<file path="src/rtl/mem_arbiter.sv">
// mem_arbiter
// N-master arbiter in front of a single-ported memory. One transaction is in
// flight at a time; the winner's fields are registered onto the memory port,
// read data is captured after MEM_LAT cycles, and the winner gets a one-cycle
// acknowledge. Round-robin or fixed-priority arbitration. A per-master lock,
// with an idle timeout, supports atomic read-modify-write sequences.
//
// Ports
//   CLK, RESET          clock, synchronous active-high reset
//   M_REQ/M_WE/M_LOCK   per-master request, write enable, lock-after-this
//   M_ADDR/M_WDATA/M_BE flattened per-master fields, master i in slice i
//   M_ACK               one-cycle completion pulse to the granted master
//   M_RDATA             shared read data, valid with any M_ACK bit
//   S_EN                one-cycle memory strobe per transaction
//   S_WE/S_ADDR/S_WDATA/S_BE  registered copy of the winner's fields
//   S_RDATA             memory read data, valid MEM_LAT cycles after S_EN
//   GRANT_ID            index of the current or last granted master
//   BUSY                high in every state except IDLE
//
// state | meaning
// IDLE  | arbitrate among requests (or honour / time out a held lock)
// ISSUE | S_EN high for one cycle, latency counter loaded
// WAIT  | count down memory latency, capture read data on the last cycle
// ACK   | M_ACK pulse to the winner, lock state updated, REQ not sampled
module mem_arbiter #(
  parameter int N_MASTERS = 3,
  parameter int ADDR_W    = 13,
  parameter int DATA_W    = 32,
  parameter int MEM_LAT   = 1,
  parameter int PRIO_MODE = 0,
  parameter int LOCK_TMO  = 16,
  localparam int ID_W     = $clog2(N_MASTERS),
  localparam int BE_W     = DATA_W / 8
) (
  input  logic                          CLK,
  input  logic                          RESET,
  input  logic [N_MASTERS-1:0]          M_REQ,
  input  logic [N_MASTERS-1:0]          M_WE,
  input  logic [N_MASTERS-1:0]          M_LOCK,
  input  logic [N_MASTERS*ADDR_W-1:0]   M_ADDR,
  input  logic [N_MASTERS*DATA_W-1:0]   M_WDATA,
  input  logic [N_MASTERS*BE_W-1:0]     M_BE,
  output logic [N_MASTERS-1:0]          M_ACK,
  output logic [DATA_W-1:0]             M_RDATA,
  output logic                          S_EN,
  output logic                          S_WE,
  output logic [ADDR_W-1:0]             S_ADDR,
  output logic [DATA_W-1:0]             S_WDATA,
  output logic [BE_W-1:0]               S_BE,
  input  logic [DATA_W-1:0]             S_RDATA,
  output logic [ID_W-1:0]               GRANT_ID,
  output logic                          BUSY
);

  localparam int CNT_W = 3;

  typedef enum logic [1:0] {
    ST_IDLE,
    ST_ISSUE,
    ST_WAIT,
    ST_ACK
  } state_t;

  state_t               state_q, state_d;
  logic [ID_W-1:0]      last_q, last_d;
  logic [ID_W-1:0]      grant_id_q, grant_id_d;
  logic                 lock_valid_q, lock_valid_d;
  logic [ID_W-1:0]      lock_owner_q, lock_owner_d;
  logic                 lock_req_q, lock_req_d;
  logic [7:0]           tmo_q, tmo_d;
  logic [CNT_W-1:0]     cnt_q, cnt_d;
  logic [N_MASTERS-1:0] m_ack_q, m_ack_d;
  logic [DATA_W-1:0]    m_rdata_q, m_rdata_d;
  logic                 s_en_q, s_en_d;
  logic                 s_we_q, s_we_d;
  logic [ADDR_W-1:0]    s_addr_q, s_addr_d;
  logic [DATA_W-1:0]    s_wdata_q, s_wdata_d;
  logic [BE_W-1:0]      s_be_q, s_be_d;
  logic                 busy_q, busy_d;

  logic [ADDR_W-1:0]    addr_arr  [N_MASTERS];
  logic [DATA_W-1:0]    wdata_arr [N_MASTERS];
  logic [BE_W-1:0]      be_arr    [N_MASTERS];

  logic                 win_valid;
  logic [ID_W-1:0]      win_id;
  logic [ID_W-1:0]      cand;
  logic                 do_grant;
  logic [ID_W-1:0]      sel_id;

  for (genvar g = 0; g < N_MASTERS; g++) begin : g_split
    assign addr_arr[g]  = M_ADDR[g*ADDR_W +: ADDR_W];
    assign wdata_arr[g] = M_WDATA[g*DATA_W +: DATA_W];
    assign be_arr[g]    = M_BE[g*BE_W +: BE_W];
  end

  // Arbitration. Loops run from lowest to highest priority so the last hit
  // is the winner. Round-robin offset N_MASTERS is LAST itself, i.e. the
  // most recently served master is considered last.
  always_comb begin
    win_valid = 1'b0;
    win_id    = '0;
    cand      = '0;
    if (PRIO_MODE == 1) begin
      for (int i = N_MASTERS - 1; i >= 0; i--) begin
        cand = ID_W'(i);
        if (M_REQ[cand]) begin
          win_valid = 1'b1;
          win_id    = cand;
        end
      end
    end else begin
      for (int k = N_MASTERS; k >= 1; k--) begin
        cand = ID_W'((int'(last_q) + k) % N_MASTERS);
        if (M_REQ[cand]) begin
          win_valid = 1'b1;
          win_id    = cand;
        end
      end
    end
  end

  always_comb begin
    state_d      = state_q;
    last_d       = last_q;
    grant_id_d   = grant_id_q;
    lock_valid_d = lock_valid_q;
    lock_owner_d = lock_owner_q;
    lock_req_d   = lock_req_q;
    tmo_d        = tmo_q;
    cnt_d        = cnt_q;
    m_ack_d      = '0;
    m_rdata_d    = m_rdata_q;
    s_en_d       = 1'b0;
    s_we_d       = s_we_q;
    s_addr_d     = s_addr_q;
    s_wdata_d    = s_wdata_q;
    s_be_d       = s_be_q;
    do_grant     = 1'b0;
    sel_id       = win_id;

    case (state_q)
      ST_IDLE: begin
        if (lock_valid_q) begin
          // A held lock either hands the port straight back to its owner or
          // blocks everyone else until the idle timeout expires.
          if (M_REQ[lock_owner_q]) begin
            do_grant = 1'b1;
            sel_id   = lock_owner_q;
          end else begin
            tmo_d = tmo_q + 8'd1;
            if (tmo_d >= 8'(LOCK_TMO)) begin
              lock_valid_d = 1'b0;
            end
          end
        end else if (win_valid) begin
          do_grant = 1'b1;
        end

        if (do_grant) begin
          grant_id_d = sel_id;
          last_d     = sel_id;
          lock_req_d = M_LOCK[sel_id];
          s_we_d     = M_WE[sel_id];
          s_addr_d   = addr_arr[sel_id];
          s_wdata_d  = wdata_arr[sel_id];
          s_be_d     = be_arr[sel_id];
          s_en_d     = 1'b1;
          state_d    = ST_ISSUE;
        end
      end

      ST_ISSUE: begin
        cnt_d   = CNT_W'(MEM_LAT);
        state_d = ST_WAIT;
      end

      ST_WAIT: begin
        cnt_d = cnt_q - 3'd1;
        if (cnt_q == 3'd1) begin
          if (!s_we_q) begin
            m_rdata_d = S_RDATA;
          end
          m_ack_d[grant_id_q] = 1'b1;
          state_d             = ST_ACK;
        end
      end

      ST_ACK: begin
        if (lock_req_q) begin
          lock_valid_d = 1'b1;
          lock_owner_d = grant_id_q;
          tmo_d        = 8'd0;
        end else if (lock_valid_q && (lock_owner_q == grant_id_q)) begin
          lock_valid_d = 1'b0;
        end
        state_d = ST_IDLE;
      end

      default: begin
        state_d = ST_IDLE;
      end
    endcase

    busy_d = (state_d != ST_IDLE);
  end

  always_ff @(posedge CLK) begin
    if (RESET) begin
      state_q      <= ST_IDLE;
      last_q       <= ID_W'(N_MASTERS - 1);
      grant_id_q   <= '0;
      lock_valid_q <= 1'b0;
      lock_owner_q <= '0;
      lock_req_q   <= 1'b0;
      tmo_q        <= '0;
      cnt_q        <= '0;
      m_ack_q      <= '0;
      m_rdata_q    <= '0;
      s_en_q       <= 1'b0;
      s_we_q       <= 1'b0;
      s_addr_q     <= '0;
      s_wdata_q    <= '0;
      s_be_q       <= '0;
      busy_q       <= 1'b0;
    end else begin
      state_q      <= state_d;
      last_q       <= last_d;
      grant_id_q   <= grant_id_d;
      lock_valid_q <= lock_valid_d;
      lock_owner_q <= lock_owner_d;
      lock_req_q   <= lock_req_d;
      tmo_q        <= tmo_d;
      cnt_q        <= cnt_d;
      m_ack_q      <= m_ack_d;
      m_rdata_q    <= m_rdata_d;
      s_en_q       <= s_en_d;
      s_we_q       <= s_we_d;
      s_addr_q     <= s_addr_d;
      s_wdata_q    <= s_wdata_d;
      s_be_q       <= s_be_d;
      busy_q       <= busy_d;
    end
  end

  assign M_ACK    = m_ack_q;
  assign M_RDATA  = m_rdata_q;
  assign S_EN     = s_en_q;
  assign S_WE     = s_we_q;
  assign S_ADDR   = s_addr_q;
  assign S_WDATA  = s_wdata_q;
  assign S_BE     = s_be_q;
  assign GRANT_ID = grant_id_q;
  assign BUSY     = busy_q;

endmodule

</file>
<file path="config.mk">
export PLATFORM = sky130hd
export DESIGN_NAME = mem_arbiter
export DESIGN_NICKNAME = d
export VERILOG_FILES = /design/src/rtl/mem_arbiter.sv
export SDC_FILE = /design/constraint.sdc
export NUM_CORES = 1
export LEC_CHECK = 0
export ABC_AREA = 1
export CAP_MARGIN = 5
export CELL_PAD_IN_SITES_DETAIL_PLACEMENT = 0
export CELL_PAD_IN_SITES_GLOBAL_PLACEMENT = 1
export CORE_MARGIN = 4
export CORE_UTILIZATION = 28
export CTS_CLUSTER_DIAMETER = 30
export CTS_CLUSTER_SIZE = 10
export DETAILED_ROUTE_END_ITERATION = 10
export PLACE_DENSITY_LB_ADDON = 0.08
export SYNTH_ARGS = -nofsm -noshare
export SYNTH_HDL_FRONTEND = slang
export SYNTH_SLANG_ARGS = --single-unit
</file>
<file path="constraint.sdc">
create_clock -name CLK -period 2.15 [get_ports CLK]
set_clock_uncertainty 0.1 [all_clocks]
set_input_delay 0.43 -clock CLK [delete_from_list [all_inputs] [get_ports CLK]]
set_output_delay 0.43 -clock CLK [all_outputs]
set_load 0.02 [all_outputs]
</file>
==> results of run 1 <==
==> layer usage <==
metal	global-route usage, %	up-vias	share of wire (%)
met5	0	-	0.031
met4	4.92	2	1.8
met3	5.92	28	7.8
met2	28.0	226	46
met1	22.5	3055	45
li1	-	3574	-
==> logic make-up (layout without fill, tap and decap cells) <==
family | Yosys count | after routing | share of synthesized area [%]
compound gates | 202 | 202 | 18.9
xor+xnor | 1 | 1 | 0.142
fa+ha+maj | 8 | 8 | 1.62
buf+inv | 277 | 559 | 18.6
flops | 107 | 107 | 34.6
other cells | 0 | 1 | 0
simple gates | 358 | 360 | 26.1
==> power breakdown <==
part / total (uW) / leakage (uW) / switching [uW] / internal [uW]
Sequential: 2880 / 0.000879 / 317 / 2560
Clock: 1730 / 0.000146 / 895 / 832
Combinational: 9220 / 0.00376 / 5190 / 4020
Total: 13800 / 0.00478 / 6410 / 7410
==> synthesized netlist by cell type, types with 6 or more instances <==
| cell | instances | area (um^2) |
|---|---|---|
| nand3_1 | 170 | 851 |
| o21ai_0 | 37 | 185 |
| buf_4 | 6 | 45.0 |
| ha_1 | 8 | 100 |
| buf_2 | 17 | 85.1 |
| a21oi_1 | 104 | 521 |
| nor2_1 | 13 | 48.8 |
| o21bai_1 | 52 | 390 |
| nand2_1 | 158 | 593 |
| dfxtp_1 | 107 | 2140 |
| buf_6 | 9 | 101 |
| inv_2 | 8 | 30.0 |
| inv_1 | 210 | 788 |
| clkbuf_1 | 27 | 101 |
==> what timing repair did <==
| action | in CTS | in global routing |
|---|---|---|
| buffers inserted | 0 | 3 |
| resized for setup | 0 | 45 |
| hold buffers | 0 | 0 |
| setup endpoints to repair | 0 | 56 |
| endpoints found under the hold margin | 0 | 0 |
==> per-stage QoR <==
stage	total power [uW]	hold WS [ns]	cell area (um^2)	util, %
6_report	13800	0.342	10300	47.2
5_1_grt	14900	0.365	10300	47.2
4_1_cts	12300	0.349	9660	44.4
3_5_place_dp	10500	0.337	9350	43.0
3_3_place_gp	10500	0.329	9350	43.0
2_1_floorplan	7730	0.344	6190	-
==> cell type report <==
| type | count | area, um^2 | share of cell area, % |
|---|---|---|---|
| repair buffers | 325 | 3540 | 34.5 |
| multi-input cells | 571 | 3100 | 30.2 |
| flip-flops and latches | 107 | 2140 | 20.9 |
| inverters | 218 | 821 | 8.00 |
| well taps | 280 | 350 | 3.41 |
| clock buffers | 9 | 225 | 2.19 |
| clock inverters | 7 | 80.1 | 0.780 |
| diodes | 1 | 2.50 | 0.0244 |
==> tightest hold or removal path: cells and delay by family (launching register included) <==
family	cells	cell delay, ns
flip-flops	1	0.31
AO/OA/AOI/OAI	1	0.05
buffers and inverters	1	0.04
==> flip-flops by register name, summed over array words and instances (netlist names) <==
signal and count:
last_q 2, lock_req_q 1, M_RDATA 32, S_EN 1, tmo_q 8, S_WE 1, GRANT_ID 1, S_WDATA 32
lock_owner_q 2, S_ADDR 13, M_ACK 3, state_q 2, lock_valid_q 1, BUSY 1, cnt_q 3, S_BE 4
==> how the worst max path moves through the flow <==
| stage | startpoint | end |
|---|---|---|
| global route | last_q[0]$_SDFFE_PP0P_ | S_ADDR[3]$_SDFFE_PP0P_ |
| CTS | last_q[0]$_SDFFE_PP0P_ | S_WDATA[21]$_SDFFE_PP0P_ |
| floorplan | last_q[0]$_SDFFE_PP0P_ | S_ADDR[11]$_SDFFE_PP0P_ |
| detailed placement | M_REQ[1] | S_WDATA[21]$_SDFFE_PP0P_ |
| global placement | M_REQ[1] | S_WDATA[15]$_SDFFE_PP0P_ |
| finish | M_REQ[2] | S_ADDR[0]$_SDFFE_PP0P_ |
==> reports/results.txt, run 1 <==
PortBufs = 278
Layout Nets = 1430
Reg2Reg Setup Slack = 0.10 ns
Die width = 157 um
P_leak = 0.00478 uW
Synth Warn # = 0
Status = finished, final reports clean
Hold Crit Start = M_RDATA[2]$_SDFFE_PP0P_
Final Cycle Share = 96.5%
Worst Setup Start Kind = primary input
Yosys reg bits = 107
CTS H-tree depth = 3
Placed insts = 1478
Most common cell after layout, fill and taps aside = clkdlybuf4s50_1
TNS Setup = 0 ns
Max Cap Viol = 0
DPL Wire Length = 15.9 mm
Crit-path max FO = 7
WL per Instance = 16.9 um
Crit path time final = 2.07 ns
GRT Util Overall = 17.5%
Number of fill cells = 2258
Final setup viols = 0
Drt drc = 0
Slew at the pin with the worst max-slew slack = 0.315 ns
Clock Root Buffer = clkbuf_16
Achievable Freq = 0.482 GHz
Ports = 279
Most frequent cells in the layout = 275 x clkdlybuf4s50_1, 208 x inv_1, 162 x nand3_1
Slew HR = 78.9%
Synth Cell Area = 6190 um^2
Non-filler cells, final = 1518
Arrival time worst endpoint = 2.27 ns
Worst R2R End = S_ADDR[0]$_SDFFE_PP0P_
Pwr dens = 1350 nW/um^2
CTS tree = built
Initial Util = 28.4%
Pins Over Slew Limit = 0
Initial antenna violation count = 2
Fin worst setup slack = 0.0759 ns
DR iter-0 viols = 347
Later-pin clock latency in the skew report = 0.35 ns
Grt ovf = 0
Vias in the first global route = 6482
Crit-path cells = clkdlybuf4s50_1, nand3_1, nand2_2, nand2_4, nand2_1, inv_2, nand2_4, nand2_8, clkbuf_16, nand2_1, nand3_1, a21oi_2
FF-to-FF Start = last_q[0]$_SDFFE_PP0P_
Largest net degree at the start of global routing = 67
Required time of the worst setup path = 2.34 ns
Post-Route WL = 25.7 mm
Cells after synthesis = 953
Layout area overhead = 65.9%
Hold Path End = M_RDATA[2]$_SDFFE_PP0P_
DIE AREA = 24500 um^2
CTS clock-pin slew for the worst setup and hold paths = 0.08 ns
Synth cell types = 30
Die span in y = 157 um
Share of layout cells above drive strength 1 = 9.54%
Most used DFF post-synth = dfxtp_1
CP Class = primary input to register
First-pass GRT wire length = 34.6 mm
Hold depth = 2
Vias per cell = 4.54
Total number of vias = 6885
Slowest cell on the critical path = clkdlybuf4s50_1
Final Hold Violating Endpoints = 0
Ys async rst share = 0%
Delay-heaviest family, CP = simple AND/OR/NAND/NOR gates
Antenna viol nets, final = 0
Drt pass-1 iters = 5
GP Congestion = 0.808
WP depth = 12
Core area = 21800 um^2
Post-Place Worst Slack = -0.197 ns
HP Class = register to register
Clock Sinks = 107
Reg2Reg Depth = 15
CP Capture Type = register
Synthesized area per cell = 6.49 um^2
Clk buf depth = 2
Largest stage delay, worst path = 0.59 ns
Seq/Total Area, Yosys = 34.6%
Row cnt = 54
Worst vdd ir = 0.833 mV
Post-synth EDFFs = 0
CTS buffer count = 9
Syn Nets = 1151
WP buf/inv = 3
No activity file was read; power rests on OpenSTA's default activity.
==> run 2, diff against run 1 <==
Settings changed: CORE_ASPECT_RATIO set to 0.6.
==> run 2 against run 1 <==
Flip-flop and latch count did not move. Count of clock-buffer cells in the layout rose by 1. Via count shrank 1.5%. Critical path depth fell by 1. Register-to-register slack better by 0.04 ns. Combinational power fell by 7.2%. Critical endpoint is now S_WDATA[9]$_SDFFE_PP0P_. Largest cell class unchanged.
==> reports/results.txt, run 2 (synthesis gave the netlist of run 1 again) <==
Most frequent CP cell = nand3_1
Drt drc = 0 (unchanged)
Most frequent cells in the layout = 276 x clkdlybuf4s50_1, 209 x inv_1, 167 x nand3_1 (was 275 x clkdlybuf4s50_1, 208 x inv_1, 162 x nand3_1)
DR iter-0 viols = 338 (was 347)
CTS H-tree depth = 3 (unchanged)
Layout area overhead = 61.7% (was 65.9%)
Vias per cell = 4.49 (was 4.54)
Crit path time final = 2.03 ns (was 2.07 ns)
Crit-path cells = clkdlybuf4s50_1, inv_1, nand2_1, nand3_1, nand2_2, buf_4, nand3_2, buf_12, nand3_1, nand3_1, a21oi_1 (was clkdlybuf4s50_1, nand3_1, nand2_2, nand2_4, nand2_1, inv_2, nand2_4, nand2_8, clkbuf_16, nand2_1, nand3_1, a21oi_2)
Slowest cell on the critical path = clkdlybuf4s50_1 (unchanged)
WP buf/inv = 4 (was 3)
Worst Setup Start Kind = primary input (unchanged)
Hold slack = 0.346 ns (was 0.342 ns)
Final instance area = 10000 um^2 (was 10300 um^2)
Delay-heaviest family, CP = buffers and inverters (was simple AND/OR/NAND/NOR gates)
Max Cap Viol = 0 (unchanged)
Die width = 200 um (was 157 um)
Final Cycle Share = 94.5% (was 96.5%)
Clk buf depth = 2 (unchanged)
Cts-stage hold buffer count = 0 (unchanged)
Cell Area, Placed = 9440 um^2 (was 9350 um^2)
Largest net degree at the start of global routing = 67 (unchanged)
Unrepaired setup endpoints after global routing = yes
Diodes inserted = 0 (was 1)
DPL Wire Length = 17.1 mm (was 15.9 mm)
Final setup viols = 0 (unchanged)
Core area = 21300 um^2 (was 21800 um^2)
Crit-path max FO = 51 (was 7)
Slew at the pin with the worst max-slew slack = 0.719 ns (was 0.315 ns)
TNS Setup = 0 ns (unchanged)
Status = finished, final reports clean (unchanged)
CTS clock-pin slew for the worst setup and hold paths = 0.08 ns (about the same)
Antenna viol nets, final = 0 (unchanged)
WL per Instance = 16.2 um (was 16.9 um)
Most common cell after layout, fill and taps aside = clkdlybuf4s50_1 (unchanged)
First-pass GRT wire length = 36.2 mm (was 34.6 mm)
Layout Nets = 1424 (was 1430)
Final Hold Violating Endpoints = 0 (unchanged)
Die span in y = 123 um (was 157 um)
CP Capture Type = register (unchanged)
Worst vdd ir = 0.535 mV (was 0.833 mV)
Pins Over Slew Limit = 0 (unchanged)
PortBufs = 278 (unchanged)
Later-pin clock latency in the skew report = 0.36 ns (was 0.35 ns)
Required time of the worst setup path = 2.35 ns (was 2.34 ns)
Row cnt = 41 (was 54)
Initial antenna violation count = 1 (was 2)
HP Class = register to register (unchanged)
Post-Route WL = 24.4 mm (was 25.7 mm)
Clock Root Buffer = clkbuf_16 (unchanged)
Drt pass-1 iters = 5 (unchanged)
Reg2Reg Setup Slack = 0.14 ns (was 0.10 ns)
DIE AREA = 24600 um^2 (was 24500 um^2)
CTS tree = built (unchanged)
P_leak = 0.00466 uW (was 0.00478 uW)
Total number of vias = 6782 (was 6885)
Pwr dens = 1310 nW/um^2 (was 1350 nW/um^2)
Non-filler cells, final = 1510 (was 1518)
Clock Sinks = 107 (unchanged)
CP Class = primary input to register (unchanged)
Arrival time worst endpoint = 2.23 ns (was 2.27 ns)
GRT Util Overall = 18.7% (was 17.5%)
Achievable Freq = 0.492 GHz (was 0.482 GHz)
Share of layout cells above drive strength 1 = 7.88% (was 9.54%)
Ports = 279 (unchanged)
Placed insts = 1485 (was 1478)
Grt ovf = 0 (unchanged)
CTS buffer count = 9 (unchanged)
Initial Util = 29.0% (was 28.4%)
Number of fill cells = 2161 (was 2258)
Vias in the first global route = 6505 (was 6482)
Slew HR = 52.1% (was 78.9%)
Largest stage delay, worst path = 0.51 ns (was 0.59 ns)
Total power = 13100 uW (was 13800 uW)
GP Congestion = 0.795 (was 0.808)
-- run 2: changes by cell type in the layout (fill, tap and decap cells not counted), sizes merged --
cell           change
clkbuf             -6
buf                +3
clkinv             -2
dlymetal6s2s       -1
diode              -1
inv                +1
nand2              -2
clkdlybuf4s50      +1
-- run 2: what timing repair did --
action	in CTS	in global routing
pin swaps	0	11
setup endpoints to repair	7	55
buffers inserted	0	4
resized for setup	1	32
cloned	0	5
-- run 2: final timing paths --
path / start / end / cells past startpoint
worst min-delay path: M_RDATA[6]$_SDFFE_PP0P_ / M_RDATA[6]$_SDFFE_PP0P_ / 2
worst max-delay path: M_REQ[0] / S_WDATA[9]$_SDFFE_PP0P_ / 11
worst max register to register: last_q[0]$_SDFFE_PP0P_ / S_ADDR[5]$_SDFFE_PP0P_ / 12
worst min register to register: M_RDATA[6]$_SDFFE_PP0P_ / M_RDATA[6]$_SDFFE_PP0P_ / 2
-- run 2: worst min-delay path: stages (launching register included) --
cell     delay, ns
dfxtp_1       0.31
inv_1         0.05
a21oi_1       0.05
-- run 2: area by class of cell --
class                      instances  area (um^2)  area share [%]
tap                              279          349            3.49
clock buffer                      10          229            2.29
sequential                       107         2140            21.4
inverter                         218          821            8.21
multi-input combinational        569         3010            30.1
clock inverter                     6         56.3           0.563
timing repair buffer             321         3400            34.0
-- run 2: report_power, final --
| part | switching [uW] | total [uW] | internal, uW |
|---|---|---|---|
| combinational | 4770 | 8560 | 3790 |
| sequential | 324 | 2880 | 2560 |
| clock | 870 | 1690 | 817 |
| total | 5960 | 13100 | 7170 |
-- run 2: per-layer routing --
layer  up-vias  share of wire [%]  global-route usage (%)  routed length, um
met4         2               0.70                    3.39                170
met1      3019                 49                    26.4              12000
met2       195                 42                    27.7              10200
met3        13                8.6                    6.94               2100
li1       3553                  -                       -                  -
met5         -              0.053                       0                 13
-- run 2: per-stage QoR --
| stage | worst slack, ns | utilization, % |
|---|---|---|
| 2_1_floorplan | 0.172 | - |
| 3_3_place_gp | -0.160 | 44.2 |
| 3_5_place_dp | -0.190 | 44.2 |
| 4_1_cts | 0.0579 | 45.6 |
| 5_1_grt | -0.0298 | 46.9 |
| 6_report | 0.118 | 46.9 |
==> RTL edit, RTL diff (config.mk and constraints of run 2) <==
The parameter `PRIO_MODE` goes from 0 to 1.
--- a/src/rtl/mem_arbiter.sv
+++ b/src/rtl/mem_arbiter.sv
@@ -28,5 +28,5 @@
   parameter int DATA_W    = 32,
   parameter int MEM_LAT   = 1,
-  parameter int PRIO_MODE = 0,
+  parameter int PRIO_MODE = 1,
   parameter int LOCK_TMO  = 16,
   localparam int ID_W     = $clog2(N_MASTERS),
Function: changed (a bounded check fails within 10 cycles, from zero or initial values and one cycle with RESET high).
==> RTL edit against run 2 <==
First-iteration DRC count is 12% lower; synthesized area shrank 9.8%; sequential share of layout area grew 1.5 points; die area shrank 9.3%; wire length is 14% lower; worst setup slack improved by 0.11 ns; final area is 7.4% lower; sequential cell count shrank 1; power fell by 26%; global-route usage is essentially flat; critical path type is now reg -> out.
==> RTL edit: results (changes against run 2) <==
* Outcome: finished clean
* Synth top cells by count: 289 x nand2_1, 123 x nand3_1, 106 x dfxtp_1, 104 x inv_1, 59 x a21oi_1
* CP endpoint: M_RDATA[21]
* P_leak at 0.00419 uW (-10%)
* Critical Path Start: M_RDATA[21]$_SDFFE_PP0P_
* Mapped Cells at 865 (-9.2%)
* WP data arrival at 1.39 ns (-0.84 ns)
* Worst reg2reg setup slack at 0.32 ns (+0.18 ns)
* Synth Area in Compound Gates at 12.0% (-6.9 points)
* Initial DRC count at 296 (-12%)
* Crit-path max FO at 2 (-96%)
* HP Start: M_RDATA[5]$_SDFFE_PP0P_
* Worst slew margin at 77.4% (+25 points)
* Wirelength per Cell at 14.9 um (-7.9%)
* Area delta synth->final at 66.1%
* Hold path endpoint: M_RDATA[5]$_SDFFE_PP0P_
* Worst vdd ir at 0.000448 V (-16%)
* Filler cell count at 1943 (-10%)
* Clock slew at reported path FFs at 0.08 ns (about the same)
* Syn Nets at 1061 (-7.8%)
* Overall routing resource usage at 18.7% (-0.037 points)
* Area after DPL at 8950 um2 (-5.1%)
* GP Congestion at 0.789 (-0.83%)
* Final period utilization at 89.2% (-5.3 points)
* Ranking of synthesized cells by area: dfxtp_1 38%, nand2_1 19%, nand3_1 11%
* Seq/Total Area, Yosys at 38.0% (+3.4 points)
* Total gr overflow at 0 (unchanged)
* Worst path max stage delay at 0.64 ns (+0.13 ns)
* Worst r2r src: state_q[0]$_SDFF_PP0_
* Layout cells sized above 1 at 7.12% (-0.76 points)
* Final Non-Filler Cells at 1417 (-6.2%)
* Vias at 6234 (-8.1%)
* Hold slack at 0.345 ns (-0.00171 ns)
* # resized after CTS at 0 (-1)
* Ys async rst share at 0% (unchanged)
* Reg2reg end: tmo_q[6]$_SDFFE_PP0P_
* First-pass GRT wire length at 33500 um (-7.3%)
* R2R depth at 9 (-3)
RTL edit: cell types whose count changed in the layout (fill, tap and decap cells not counted), sizes merged, moves of 20 or more:
| cell | delta |
|---|---|
| nand3 | -42 |
| inv | -111 |
| a21oi | -45 |
| nand2 | +134 |
| o21bai | -52 |
| o21ai | +20 |
RTL edit: power by group:
part	leakage [uW]	switching, uW	internal [uW]
logic	0.00317	2810	2320
clock network	0.000149	842	931
registers	0.000868	305	2530
RTL edit: layout make-up:
cell class	instances	area (um2)	area share, %
well taps	266	333	3.59
clock inverters	7	83.8	0.905
repair buffers	321	3290	35.5
multi-input cells	601	2810	30.3
flip-flops and latches	106	2120	22.9
clock buffers	9	225	2.43
inverters	107	402	4.34
RTL edit: routing by layer:
| layer | vias up | routed length [um] | GRT usage (%) |
|---|---|---|---|
| met4 | 0 | 214 | 3.50 |
| met5 | - | 0 | 0 |
| met2 | 167 | 8760 | 27.1 |
| met3 | 14 | 2020 | 8.64 |
| met1 | 2755 | 10100 | 25.6 |
| li1 | 3298 | - | - |
